## src/rtl/calc1_port_sequencer.sv

```systemverilog
// calc1_port_sequencer: buffers host operations in a small FIFO and issues each
// one to a calc1 request port in the two-cycle (cmd+op1, op2) format, then waits
// for the port response (or a timeout) and hands code/data back to the host.
module calc1_port_sequencer #(
  parameter int DATA_W     = 32,
  parameter int CMD_W      = 4,
  parameter int FIFO_DEPTH = 4,
  parameter int TIMEOUT    = 64
) (
  input  logic              c_clk,
  input  logic              reset_n,
  input  logic              host_valid,
  output logic              host_ready,
  input  logic [CMD_W-1:0]  host_cmd,
  input  logic [DATA_W-1:0] host_op1,
  input  logic [DATA_W-1:0] host_op2,
  output logic [CMD_W-1:0]  req_cmd_out,
  output logic [DATA_W-1:0] req_data_out,
  input  logic [1:0]        out_resp,
  input  logic [DATA_W-1:0] out_data,
  output logic              rsp_valid,
  input  logic              rsp_ready,
  output logic [1:0]        rsp_code,
  output logic [DATA_W-1:0] rsp_data,
  output logic              busy,
  output logic              stray_resp
);

  localparam int AW = $clog2(FIFO_DEPTH);
  localparam int CW = AW + 1;
  localparam int TW = $clog2(TIMEOUT);
  localparam logic [TW-1:0] TMAX  = TW'(TIMEOUT - 1);
  localparam logic [CW-1:0] DEPTH = CW'(FIFO_DEPTH);

  typedef enum logic [2:0] {IDLE, CMD, OP2, WAIT, HOLD} state_t;

  state_t            state;
  logic [TW-1:0]     timer;
  logic [CMD_W-1:0]  cur_cmd;
  logic [DATA_W-1:0] cur_op1;
  logic [DATA_W-1:0] cur_op2;

  logic [CMD_W-1:0]  f_cmd [FIFO_DEPTH];
  logic [DATA_W-1:0] f_op1 [FIFO_DEPTH];
  logic [DATA_W-1:0] f_op2 [FIFO_DEPTH];
  logic [AW-1:0]     wr_ptr;
  logic [AW-1:0]     rd_ptr;
  logic [CW-1:0]     count;

  logic push_acc;
  logic push;
  logic pop;

  // Readiness depends on occupancy only, so a pop in the same cycle never frees a slot early.
  assign host_ready = (count < DEPTH);
  assign push_acc   = host_valid & host_ready;
  // A zero command is handshaken but never stored, so it produces no response.
  assign push       = push_acc & (host_cmd != '0);
  assign pop        = (state == IDLE) & (count != '0);
  assign busy       = (state != IDLE) | (count != '0);

  // FIFO storage; contents are don't-care until written, so no reset is needed.
  always_ff @(posedge c_clk) begin
    if (push) begin
      f_cmd[wr_ptr] <= host_cmd;
      f_op1[wr_ptr] <= host_op1;
      f_op2[wr_ptr] <= host_op2;
    end
  end

  // FIFO pointers and occupancy; pointers wrap naturally at the power-of-2 depth.
  always_ff @(posedge c_clk or negedge reset_n) begin
    if (!reset_n) begin
      wr_ptr <= '0;
      rd_ptr <= '0;
      count  <= '0;
    end else begin
      if (push) wr_ptr <= wr_ptr + 1'b1;
      if (pop)  rd_ptr <= rd_ptr + 1'b1;
      if (push && !pop)      count <= count + 1'b1;
      else if (!push && pop) count <= count - 1'b1;
    end
  end

  // Issue/response FSM; port outputs are registered from the current state, so they
  // trail the state by one cycle (cmd appears the cycle after entering CMD).
  always_ff @(posedge c_clk or negedge reset_n) begin
    if (!reset_n) begin
      state        <= IDLE;
      timer        <= '0;
      cur_cmd      <= '0;
      cur_op1      <= '0;
      cur_op2      <= '0;
      req_cmd_out  <= '0;
      req_data_out <= '0;
      rsp_valid    <= 1'b0;
      rsp_code     <= 2'b00;
      rsp_data     <= '0;
      stray_resp   <= 1'b0;
    end else begin
      if ((out_resp != 2'b00) && (state != WAIT)) stray_resp <= 1'b1;
      case (state)
        IDLE: begin
          req_cmd_out  <= '0;
          req_data_out <= '0;
          if (pop) begin
            cur_cmd <= f_cmd[rd_ptr];
            cur_op1 <= f_op1[rd_ptr];
            cur_op2 <= f_op2[rd_ptr];
            state   <= CMD;
          end
        end
        CMD: begin
          req_cmd_out  <= cur_cmd;
          req_data_out <= cur_op1;
          state        <= OP2;
        end
        OP2: begin
          req_cmd_out  <= '0;
          req_data_out <= cur_op2;
          timer        <= '0;
          state        <= WAIT;
        end
        WAIT: begin
          req_cmd_out  <= '0;
          req_data_out <= '0;
          // A response on the expiry cycle wins over the timeout.
          if (out_resp != 2'b00) begin
            rsp_code  <= out_resp;
            rsp_data  <= out_data;
            rsp_valid <= 1'b1;
            state     <= HOLD;
          end else if (timer == TMAX) begin
            rsp_code  <= 2'b00;
            rsp_data  <= '0;
            rsp_valid <= 1'b1;
            state     <= HOLD;
          end else begin
            timer <= timer + 1'b1;
          end
        end
        HOLD: begin
          if (rsp_ready) begin
            rsp_valid <= 1'b0;
            state     <= IDLE;
          end
        end
        default: state <= IDLE;
      endcase
    end
  end

endmodule
```

## config.mk

```make
export PLATFORM = sky130hd
export DESIGN_NAME = calc1_port_sequencer
export DESIGN_NICKNAME = d
export VERILOG_FILES = /design/src/rtl/calc1_port_sequencer.sv
export SDC_FILE = /design/constraint.sdc
export NUM_CORES = 1
export LEC_CHECK = 0
export ABC_AREA = 1
export CAP_MARGIN = 15
export CELL_PAD_IN_SITES_DETAIL_PLACEMENT = 1
export CELL_PAD_IN_SITES_GLOBAL_PLACEMENT = 2
export CORE_MARGIN = 4
export CORE_UTILIZATION = 41
export DETAILED_ROUTE_END_ITERATION = 10
export HOLD_SLACK_MARGIN = 0.15
export PLACE_DENSITY = 0.81
export SYNTH_ARGS = -nofsm -noshare
export SYNTH_HDL_FRONTEND = slang
export SYNTH_SLANG_ARGS = --single-unit
```

## constraint.sdc

```tcl
create_clock -name c_clk -period 5.9 [get_ports c_clk]
set_input_delay 0.885 -clock c_clk [delete_from_list [all_inputs] [get_ports c_clk]]
set_output_delay 0.885 -clock c_clk [all_outputs]
set_load 0.05 [all_outputs]
```

# [Word-level counts from Yosys, hierarchy flattened]
# Memories as Yosys holds them, arrays and structs flattened. A register that Yosys moved wholly into a read port is not among the register bits.
# Cells that the tools add are included.
[totals] in_bits=106 n_memories=3 ram_bits=272 elab_cells=83 output_inout_bits=74 regBits=88
[classes] n_bitwise=4 n_mux=22 n_lt_le_gt_ge=1 reduce_logical=26 eq_ne=11 n_addsub=5
[memory_table] memory="f_op1" depth=4 width=32 rd=1 rd_ports_with_merged_regs=1 write_ports=1 line_no="44" rtl="logic [DATA_W-1:0] f_op1 [FIFO_DEPTH];"
[memory_table] memory="f_op2" depth=4 width=32 rd=1 rd_ports_with_merged_regs=1 write_ports=1 line_no="45" rtl="logic [DATA_W-1:0] f_op2 [FIFO_DEPTH];"
[memory_table] memory="f_cmd" depth=4 width=4 rd=1 rd_ports_with_merged_regs=1 write_ports=1 line_no="43" rtl="logic [CMD_W-1:0] f_cmd [FIFO_DEPTH];"
[ops] op="32-bit case mux with 3 select lines" n=1
[ops] op="32-bit 2-to-1 mux" n=2
[ops] op="3-bit 2-to-1 mux" n=6
[ops] op="3-bit case mux with 5 select lines" n=1
[ops] op="6-bit 2-to-1 mux" n=2
[ops] op="6-bit case mux with 2 select lines" n=1
[ops] op="2-bit nonzero test" n=6
[ops] op="3-bit AND reduction" n=3
[ops] op="3-bit nonzero test" n=3
[ops] op="2-bit != test, second input constant" n=4
[ops] op="4-bit case mux with 2 select lines" n=1
[ops] op="6-bit by 1-bit adder with 6-bit output, second input constant" n=1
[ops] op="3-bit by 2-bit equality test with 1-bit output, second input constant" n=2
[ops] op="6-bit equality test, second input constant" n=1
[ops] op="1-bit zero test" n=5
[ops] op="1-bit 2-to-1 mux" n=5
[ops] op="2-bit by 1-bit adder with 2-bit output, second input constant" n=2
[ops] op="2-bit 2-to-1 mux" n=2
[ops] op="2-bit AND reduction" n=2
[ops] op="4-bit nonzero test" n=1
[ops] op="3-bit by 1-bit adder with 3-bit output, second input constant" n=1
[ops] op="1-bit bitwise AND" n=3
[ops] op="3-bit by 1-bit equality test with 1-bit output, second input constant" n=1
[ops] op="3-bit equality test, second input constant" n=1
[ops] op="10 further kinds" n=12

# [Longest topological paths before layout]
[logic_depth] depth_word=7 mapped_depth=10 mapped_depth_nobuf=10

# [Worst setup path after synthesis]
# OpenSTA, ideal clock, no wires.
[synth_timing] path_type="in2reg" from="in host_cmd[3]" to="mem f_cmd[0][0], enable pin" n_path_buf=0 slack_ps=1382 setup_time_ps=495 stages=4 arrival_ps=4023 t_required_ps=5405 cell_sequence="nor2_1 > nand2_1 > nand3_1 > nor2_1"
[synth_between] elab_chain_len=4
[synth_lines] item="from (decl)" line_no="14" rtl="input logic [CMD_W-1:0] host_cmd,"
[synth_lines] item="4-bit nonzero test" line_no="58" rtl="assign push = push_acc & (host_cmd != '0);"
[synth_lines] item="1-bit bitwise AND" line_no="58"
[synth_lines] item="1-bit 2-to-1 mux" line_no="64" rtl="if (push) begin"
[synth_lines] item="1-bit 2-to-1 mux (implied by the code)" line_no="65" rtl="f_cmd[wr_ptr] <= host_cmd;"
[synth_lines] item="to (decl)" line_no="43"
# Every way passes these cells.

# [Worst setup path after layout]
[layout_timing] from="reg state[2]" to="out busy"
[layout_between] elab_chain_len=2
[layout_lines] item="from (decl)" line_no="37" rtl="state_t state;"
[layout_lines] item="from (signal assigned)" line_no="89" rtl="state <= IDLE;"
[layout_lines] item="from (signal assigned)" line_no="110" rtl="state <= CMD;"
[layout_lines] item="from (signal assigned)" line_no="116" rtl="state <= OP2;"
[layout_lines] item="3-bit nonzero test" line_no="60" rtl="assign busy = (state != IDLE) | (count != '0);"
[layout_lines] item="1-bit bitwise OR" line_no="60"
[layout_lines] item="to (decl)" line_no="25" rtl="output logic busy,"
# Every way passes these cells.

==> metrics.md <==
| Metric | Value |
|---|---|
| Status | finished, final reports clean |
| Worst setup margin | between 2 and 2.5 ns |
| Largest net degree at the start of global routing | slightly above 100 |
| CP Class | reg -> out |
| Nets | 1682 |
| Die ar. | roughly 44000 um^2 |
| CP Data Arrival Time | roughly 2.9 ns |
| CP startpoint | state[2] |
| CTS Buf Count | 46 |
| Vias in the first global route | about 12000 |
| Max VDD drop | roughly 0.3 mV |
| CTS tree | done |
| R2r endpoint | timer[2] |
| Post-synthesis register bit count | around 430 |
| Initial DRC count | 720 |
| Utilization after layout | 0.509 |
| Layout Cell Area excl Fill | around 20000 um^2 |
| CP Max Fanout | a little under 70 |
| Mapped Area | 16500 um^2 |
| Drt first pass iters | 5 |
| Core ar. | just under 40000 um^2 |
| Port Buffer Count | approximately 180 |
| Crit path depth | 6 |
| Initial antenna violation count | 2 |
| Post-cts sizing count | 0 |
| Max Transition Viols Final | 0 |
| Internal power | just under 7 mW |
| Register share of total power | 0.388 |
| Hpwl dp | roughly 26000 um |
| Relative slew margins | 0.298 |
| Critical path required time | approximately 5.0 ns |
| Critical-path cell list | inv_2, buf_4, nand3_2, inv_1, nand2_1, clkdlybuf4s50_1 |
| Pwr Total | roughly 12 mW |
| CTS Root Buffer Type | clkbuf_16 |
| Clock Latency Late Sink | around 0.58 ns |
| Critical Path End | busy |
| P_leak | around 7.6 nW |
| Period minus WS final | between 3 and 4 ns |
| Synthesized Nets | roughly 1500 |
| Sequential-to-total area share from yosys stat | 0.731 |
| Global Route Usage Sum | 0.197 |
| Crit start category | register |
| Rows | 73 |
| # IOs | 180 |
| Logic pwr share | 0.371 |
| Syn Inst Count | 1407 |
| Postcts setup bufs | 0 |
| Post-route ant nets | 0 |
| DR WL/cell | 20.3 um |
| Hold Buf Count CTS | 0 |
| Slew @ Worst Pin | approximately 1.1 ns |
| Dpl cell area | 18700 um^2 |
| Die span in y | between 200 and 250 um |
| Gpl congestion | around 0.77 |
| Vias/cell | ~5.2 |
| Ys flop type | edfxtp_1 |
| Sw Ratio | 0.399 |
| Slowest stage cell, crit path | clkdlybuf4s50_1 |
| Ant diodes | 0 |
| Worst path top cell family by delay | buffers and inverters |
| Clock Sinks | 428 |
| Slowest stage delay, CP | approximately 0.71 ns |
| Pwr dens | around 570 nW/um^2 |
| Via Count | between 10000 and 15000 |
| Htree depth | 2 |
| First-pass GRT wire length | 67700 um |
| Avg Inst Size Synth | 11.7 um^2 |
| DIE WIDTH | 209 um |
| Area growth from synthesis to layout | 22.5% |
| Sw power | 4.60 mW |
| Tcrit/Tclk final | 0.636 |
| Async set-reset flop share out of synthesis | 0.364 |
| CP Buf/Inv Count | 4 |
| Final wirelength | around 43000 um |
| Ys Warns | 0 |
| R2R Setup Slk | 2.72 ns |
| Clk pwr share | 0.241 |
| Max Cap Viol | 0 |
| Worst Hold Slack | 0.250 ns |
| DRC viols | 0 |
| R2r worst-path depth | 8 |
| Clock Tree Buf Depth | 3 |
| Setup TNS | 0 ns |
| Share of cells above drive strength 1 | 0.0709 |
| RSZ-0062 raised after global routing | no |
| Max Fclk | around 0.27 GHz |
| Final setup violation count | 0 |
| Starting Density | 0.416 |
| Worst-path clk slew | 0.06 ns |
| Cell variety after synth | 29 |
| Fin Clk Skew | between 0.015 and 0.02 ns |
| Finished Layout Cells | approximately 2100 |
| Worst reg2reg startpoint | state[2] |
| EDFF count, synth | approximately 270 |
| Hold Violations, Final | 0 |
| Pre-CTS worst setup slack | roughly 2.2 ns |
| Placed cell count | 2045 |
| Hold/Removal Path Class | in -> async |
| Total grt overflow | 0 |
| Crit end category | output port |
## cells in the mapped netlist, drive strengths merged, types with 2 or more instances
library cell,count,share of area
nor2,381,0.087
edfxtp,272,0.49
nand2,170,0.039
dfrtp,156,0.24
o21ai,152,0.046
a31oi,96,0.036
buf,56,0.020
nand3,50,0.016
clkbuf,27,0.0061
inv,27,0.0061
ha,6,0.0045
xor2,5,0.0027
xnor2,2,0.0011
## placed cells by master (no fill, tap or decap), types with 2 or more instances in the layout
| master | synthesis | layout |
|---|---|---|
| a31oi_1 | 96 | 96 |
| buf_4 | 6 | 16 |
| clkbuf_1 | 27 | 4 |
| clkbuf_16 | 0 | 47 |
| clkbuf_8 | 0 | 7 |
| clkdlybuf4s50_1 | 0 | 178 |
| clkinv_1 | 0 | 8 |
| clkinv_2 | 0 | 15 |
| clkinvlp_4 | 0 | 2 |
| dfrtp_1 | 156 | 154 |
| edfxtp_1 | 272 | 272 |
| ha_1 | 6 | 6 |
| inv_1 | 20 | 20 |
| inv_2 | 7 | 5 |
| inv_6 | 0 | 3 |
| nand2_1 | 169 | 169 |
| nand3_1 | 47 | 47 |
| nand3_2 | 3 | 3 |
| nor2_1 | 380 | 376 |
| nor2_4 | 0 | 5 |
| o21ai_0 | 144 | 144 |
| o21ai_1 | 7 | 7 |
| xnor2_1 | 2 | 2 |
| xor2_1 | 5 | 5 |
## cell type report
type	instances	area, um^2
flip-flops and latches	428	12100
well taps	525	657
repair buffers	197	1960
clock buffers	58	1290
fillers	4105	19500
inverters	27	104
clock inverters	28	183
multi-input cells	869	3950
## cell families after synthesis
logic type	Yosys count	share of synthesized area
mux	2	0.00129
compound gates	250	0.0834
xor+xnor	7	0.00371
simple gates	603	0.143
flops	428	0.731
buf+inv	110	0.0321
fa+ha+maj	7	0.00576
## how the worst min path moves through the flow
stage	startpoint	to	slack (ns)	depth (start not counted)
6_report	reset_n	count[2]	0.25	1
5_1_grt	reset_n	count[2]	0.28	1
4_1_cts	reset_n	count[2]	0.27	1
3_5_place_dp	rsp_code[1]	rsp_code[1]	0.46	2
3_3_place_gp	rsp_data[2]	rsp_data[2]	0.45	2
2_1_floorplan	cur_cmd[0]	cur_cmd[0]	0.50	2
## power by group through the flow
stage               Combinational [mW]  Clock [mW]  Sequential, mW
global placement                  4.21           0            4.51
floorplan                         2.24           0            5.15
finish                            4.28        2.77            4.47
detailed placement                4.32           0            4.53
global route                      4.74        2.97            4.56
CTS                               4.34        2.85            4.48
## metal layers
layer / vias up / track usage / wire length (um)
met2: 259 / 0.329 / 21000
met5: - / 0 / 24
met3: 65 / 0.0369 / 2310
met4: 4 / 0.0533 / 829
met1: 5527 / 0.269 / 19000
li1: 5186 / - / -
## registers in the layout, indices dropped and copies added, names as in the netlist, 3 cells and up
register	count
count	3
rsp_data	32
req_cmd_out	4
req_data_out	32
cur_op2	32
f_cmd	16
cur_op1	32
f_op2	128
cur_cmd	4
timer	6
f_op1	128
state	3
Power figures use the tool's default switching activity.
